--- config.mk ---
export PLATFORM = sky130hd
export DESIGN_NAME = v_lane_sched
export DESIGN_NICKNAME = d
export VERILOG_FILES = /design/src/rtl/v_lane_sched.sv
export SDC_FILE = /design/constraint.sdc
export NUM_CORES = 1
export LEC_CHECK = 0
export CELL_PAD_IN_SITES_DETAIL_PLACEMENT = 0
export CELL_PAD_IN_SITES_GLOBAL_PLACEMENT = 1
export CORE_MARGIN = 1
export CORE_UTILIZATION = 44
export CTS_CLUSTER_DIAMETER = 30
export DETAILED_ROUTE_END_ITERATION = 8
export GPL_ROUTABILITY_DRIVEN = 0
export PLACE_DENSITY = 0.95
export SYNTH_ARGS = -nofsm -noshare
export SYNTH_HDL_FRONTEND = slang
export SYNTH_SLANG_ARGS = --single-unit
--- constraint.sdc ---
create_clock -name clk -period 6.33 [get_ports clk]
set_clock_uncertainty 0.05 [all_clocks]
set_input_delay 0.633 -clock clk [delete_from_list [all_inputs] [get_ports clk]]
set_output_delay 0.633 -clock clk [all_outputs]
set_load 0.1 [all_outputs]
--- src/rtl/v_lane_sched.sv ---
// Vector lane scheduler: runs an accepted vector op over the lane banks, one
// pass per group of banks, and strobes the result groups as each pass lands.
module v_lane_sched #(
    parameter int unsigned LAT = 1
) (
    input  logic       clk,
    input  logic       rst,
    input  logic       req_valid,
    output logic       req_ready,
    input  logic [3:0] req_op,
    input  logic       req_is_mul,
    input  logic [1:0] req_lmul,
    input  logic [1:0] req_lanes,
    output logic [3:0] op_instr_alu,
    output logic       is_mul,
    output logic [1:0] step,
    output logic [3:0] bank_en,
    output logic [3:0] grp_wr,
    output logic       busy,
    output logic       done
);

    typedef enum logic [2:0] {
        IDLE,
        ISSUE,
        WAIT,
        CAPTURE,
        DONE
    } state_t;

    localparam logic [2:0] WAIT_INIT = (LAT > 0) ? 3'(LAT - 1) : 3'd0;

    // Sizes are kept as log2 values; the reserved code 11 decodes like 00.
    function automatic logic [1:0] size_log(input logic [1:0] code);
        case (code)
            2'b01:   size_log = 2'd1;
            2'b10:   size_log = 2'd2;
            default: size_log = 2'd0;
        endcase
    endfunction

    function automatic logic [3:0] low_mask(input logic [1:0] n_log);
        case (n_log)
            2'd0:    low_mask = 4'b0001;
            2'd1:    low_mask = 4'b0011;
            default: low_mask = 4'b1111;
        endcase
    endfunction

    state_t     state_q, state_d;
    logic [1:0] pass_q, pass_d;
    logic [1:0] last_q, last_d;
    logic [1:0] blog_q, blog_d;
    logic [2:0] wcnt_q, wcnt_d;
    logic [3:0] op_q, op_d;
    logic       mul_q, mul_d;
    logic [3:0] mask_q, mask_d;

    logic [3:0] op_instr_alu_q, op_instr_alu_d;
    logic       is_mul_q, is_mul_d;
    logic [1:0] step_q, step_d;
    logic [3:0] bank_en_q, bank_en_d;
    logic [3:0] grp_wr_q, grp_wr_d;
    logic       busy_q, busy_d;
    logic       done_q, done_d;

    logic [1:0] glog_in, blog_in, nlog_in;
    logic [2:0] shamt;
    logic       active;

    always_comb begin
        state_d = state_q;
        pass_d  = pass_q;
        last_d  = last_q;
        blog_d  = blog_q;
        wcnt_d  = wcnt_q;
        op_d    = op_q;
        mul_d   = mul_q;
        mask_d  = mask_q;

        glog_in = size_log(req_lmul);
        blog_in = size_log(req_lanes);
        nlog_in = (glog_in < blog_in) ? glog_in : blog_in;

        unique case (state_q)
            IDLE: begin
                if (req_valid) begin
                    op_d   = req_op;
                    mul_d  = req_is_mul;
                    blog_d = blog_in;
                    mask_d = low_mask(nlog_in);
                    // Last pass index is G/B-1 when groups outnumber banks.
                    if (glog_in > blog_in)
                        last_d = ((glog_in - blog_in) == 2'd2) ? 2'd3 : 2'd1;
                    else
                        last_d = 2'd0;
                    pass_d  = 2'd0;
                    wcnt_d  = 3'd0;
                    state_d = (req_op == 4'd0 && !req_is_mul) ? DONE : ISSUE;
                end
            end
            ISSUE: begin
                if (LAT == 0) begin
                    state_d = CAPTURE;
                end else begin
                    state_d = WAIT;
                    wcnt_d  = WAIT_INIT;
                end
            end
            WAIT: begin
                if (wcnt_q == 3'd0)
                    state_d = CAPTURE;
                else
                    wcnt_d = wcnt_q - 3'd1;
            end
            CAPTURE: begin
                if (pass_q == last_q) begin
                    state_d = DONE;
                end else begin
                    state_d = ISSUE;
                    pass_d  = pass_q + 2'd1;
                end
            end
            DONE: begin
                state_d = IDLE;
            end
            default: begin
                state_d = IDLE;
            end
        endcase

        // Outputs are computed from the next state so they register in step with it.
        active         = (state_d == ISSUE) || (state_d == WAIT) || (state_d == CAPTURE);
        shamt          = {1'b0, pass_d} << blog_d;
        op_instr_alu_d = active ? op_d : 4'd0;
        is_mul_d       = active ? mul_d : 1'b0;
        step_d         = active ? pass_d : 2'd0;
        bank_en_d      = active ? mask_d : 4'd0;
        grp_wr_d       = (state_d == CAPTURE) ? (mask_d << shamt) : 4'd0;
        busy_d         = (state_d != IDLE);
        done_d         = (state_d == DONE);
    end

    always_ff @(posedge clk or posedge rst) begin
        if (rst) begin
            state_q        <= IDLE;
            pass_q         <= 2'd0;
            last_q         <= 2'd0;
            blog_q         <= 2'd0;
            wcnt_q         <= 3'd0;
            op_q           <= 4'd0;
            mul_q          <= 1'b0;
            mask_q         <= 4'd0;
            op_instr_alu_q <= 4'd0;
            is_mul_q       <= 1'b0;
            step_q         <= 2'd0;
            bank_en_q      <= 4'd0;
            grp_wr_q       <= 4'd0;
            busy_q         <= 1'b0;
            done_q         <= 1'b0;
        end else begin
            state_q        <= state_d;
            pass_q         <= pass_d;
            last_q         <= last_d;
            blog_q         <= blog_d;
            wcnt_q         <= wcnt_d;
            op_q           <= op_d;
            mul_q          <= mul_d;
            mask_q         <= mask_d;
            op_instr_alu_q <= op_instr_alu_d;
            is_mul_q       <= is_mul_d;
            step_q         <= step_d;
            bank_en_q      <= bank_en_d;
            grp_wr_q       <= grp_wr_d;
            busy_q         <= busy_d;
            done_q         <= done_d;
        end
    end

    // Ready must drop the instant reset rises, so it is not registered.
    assign req_ready    = (state_q == IDLE) && !rst;
    assign op_instr_alu = op_instr_alu_q;
    assign is_mul       = is_mul_q;
    assign step         = step_q;
    assign bank_en      = bank_en_q;
    assign grp_wr       = grp_wr_q;
    assign busy         = busy_q;
    assign done         = done_q;

endmodule

==> run_results.csv <==
group,metric,value,unit
cts,cts_tree,"built",
drt,routed_wl,3.46,mm
worst_setup_path,crit_type,"in2reg",
cts,clock-sinks,38,
cts,cts_setup_buffers,0,
synth,yosys_warnings,0,
synth,synth_seq_area_share,0.532,
worst_setup_path,reg2reg_to,"grp_wr[3]",
timing,fmax,0.312,GHz
synth,synth_edf_count,0,
final_layout,fillCellCount,301,
place,dp_slack,2890,ps
min_path,hold_class,"reg2reg",
synth,synthTopCellsByCount,"dfrtp_1 (38), nand2_1 (28), nor2_1 (15)",
final_layout,layout.nets,220,
floorplanning,die_h,65.7,µm
run,drv_cap,0,
final_layout,area_growth,23.0,%
min_path,hold_depth,2,
worst_setup_path,startpoint_type,"input port",
cts,clock_latency,300,ps
drt,remaining_drc_errors,0,
synth,syn_avg_cell_area,10.5,µm²
drt,num_vias,1308,
drt,drtIter0Drc,89,
status,status,"finished, final reports clean",
floorplanning,die_area,0.00432,mm²
drt,viasPerCell,5.21,
synth,synth-seq-cells,38,
worst_setup_path,cp.arrival,3380,ps
timing,finalCriticalPeriod,3200,ps
drt,ant_nets,0,
cts,cts_max_level,2,
timing,worst_pin_slew,993,ps
cts,clk_pin_slew,70,ps
synth,syn-instance-count,170,
worst_setup_path,crit_fanout,16,
floorplanning,ios,30,
timing,rsz0062_at_grt,"no",
synth,synth_most_common_cell,"dfrtp_1",
global_route,grt_pass1_vias,1290,
drt,detail_route.wl_per_cell,13.8,µm
synth,synth.net_count,188,
place,place.port_buffers,29,
final_layout,drive_above_1_share,0.0837,
drt,drtPass1Iterations,4,
cts,cts_resized,0,
synth,synth_area_leaders,"dfrtp_1 (53%), nand2_1 (5.9%), ha_1 (3.5%)",
global_route,antenna_found_initial,0,
worst_setup_path,rr_worst_depth,6,
synth,yosys.area.top_type,"dfrtp_1",
timing,period_share,0.506,
timing,fin_ws,3130,ps
floorplanning,num_rows,22,
cts,hold_buffers,0,
global_route,grt_start_max_net_pins,39,
timing,finalSetupViolCount,0,
final_layout,antenna_cells,0,
synth,synth-async-reset-ratio,1.00,
global_route,grt_pass1_wl,5.86,mm
global_route,grt_overflow,0,
timing,final.setup.tns,0,ps
synth,yosysUniqueCellTypes,43,
timing,drv_slew,0,
floorplanning,die_w,65.7,µm
worst_setup_path,required,6500,ps
synth,synth_top_cell_area_share,0.532,
min_path,holdPathEnd,"op_q[1]",
cts,clockRootBuffer,"clkbuf_8",
min_path,hp-start,"op_q[1]",
worst_setup_path,rrSetupSlack,3370,ps
synth,synthFlopType,"dfrtp_1",
timing,hold_viol,0,
worst_setup_path,end_kind,"register",
place,dp_hpwl,2.45,mm
synth,synth_area,0.00179,mm²
floorplanning,start_util,0.474,
global_route,grt_util_all_layers,0.185,
cts,numCtsBuffers,5,
timing,relSlewSlack,0.336,
floorplanning,core,0.00377,mm²
worst_setup_path,reg2reg_from,"state_q[0]",
cts,cts_buffer_depth,2,
==> per-stage QoR <==
step / cell area, µm² / cells / hold WS, ps / util
global placement: 2110 / 243 / 403 / 0.558
finish: 2200 / 251 / 422 / 0.583
floorplan: 1790 / 170 / 389 / -
global route: 2200 / 251 / 454 / 0.583
CTS: 2200 / 251 / 425 / 0.583
detailed placement: 2110 / 243 / 409 / 0.558
==> worst max-delay path, cell delays in order <==
cell and delay, ps:
clkdlybuf4s50_1 500, nor4b_4 710, mux2i_1 580, nor2b_1 310, o2bb2ai_1 220, mux2_4 340
nor2_2 80
==> layout make-up <==
class,count,area (µm²),share of cell area
sequential,38,951,0.433
multi-input combinational,113,744,0.339
timing repair buffer,30,298,0.136
clock buffer,7,86.3,0.0393
tap,48,60.1,0.0273
inverter,14,52.6,0.0239
clock inverter,1,5.00,0.00228
==> sequential cells by signal, summed over array words and instances, names as in the netlist <==
signal        count
op_instr_alu      4
state_q           3
blog_q            2
is_mul            1
last_q            2
done              1
grp_wr            4
mul_q             1
mask_q            4
pass_q            2
step              2
bank_en           4
op_q              4
wcnt_q            3
busy              1
==> cell usage in the layout, fill, tap and decap left out, types with 2 or more instances in the layout <==
master / Yosys / layout
clkdlybuf4s50_1: 0 / 29
clkbuf_8: 0 / 6
nor2b_1: 4 / 4
dfrtp_1: 38 / 38
mux2i_1: 2 / 2
nor2_1: 15 / 15
xnor2_1: 3 / 3
nor3_1: 3 / 3
ha_1: 5 / 5
o21ai_0: 6 / 6
inv_1: 14 / 14
a21o_1: 2 / 2
a211oi_1: 5 / 5
nand3b_1: 2 / 2
mux2_4: 2 / 2
nor4_1: 2 / 2
a21oi_1: 11 / 11
nand2_1: 28 / 28
==> kinds of logic (layout without fill, tap and decap cells) <==
family | after synthesis | in the layout | synth area share
and+or+nand+nor | 65 | 65 | 0.183
DFF | 38 | 38 | 0.532
AOI/OAI and AO/OA | 33 | 33 | 0.132
buffers and inverters | 19 | 52 | 0.0511
adders and majority gates | 6 | 6 | 0.0462
muxes | 6 | 6 | 0.0406
xor gates and xnor gates | 3 | 3 | 0.0147
==> worst max-delay path by stage <==
stage | from | to | slack (ps) | depth (start not counted)
CTS | rst | req_ready | 3150 | 3
floorplan | rst | req_ready | 2200 | 1
detailed placement | req_valid | grp_wr[3] | 2890 | 7
global placement | req_valid | grp_wr[3] | 3030 | 7
global route | req_valid | grp_wr[3] | 2990 | 7
finish | req_valid | grp_wr[3] | 3130 | 7
==> metal layers <==
metal,routed length [µm],global-route usage
met1,1580,0.234
met2,1660,0.292
met3,188,0.0538
met4,34,0.0815
met5,0,0
Power is left out: the tool's default activity adds up to more than one toggle a clock period on the data nets, which glitch-free logic cannot reach.
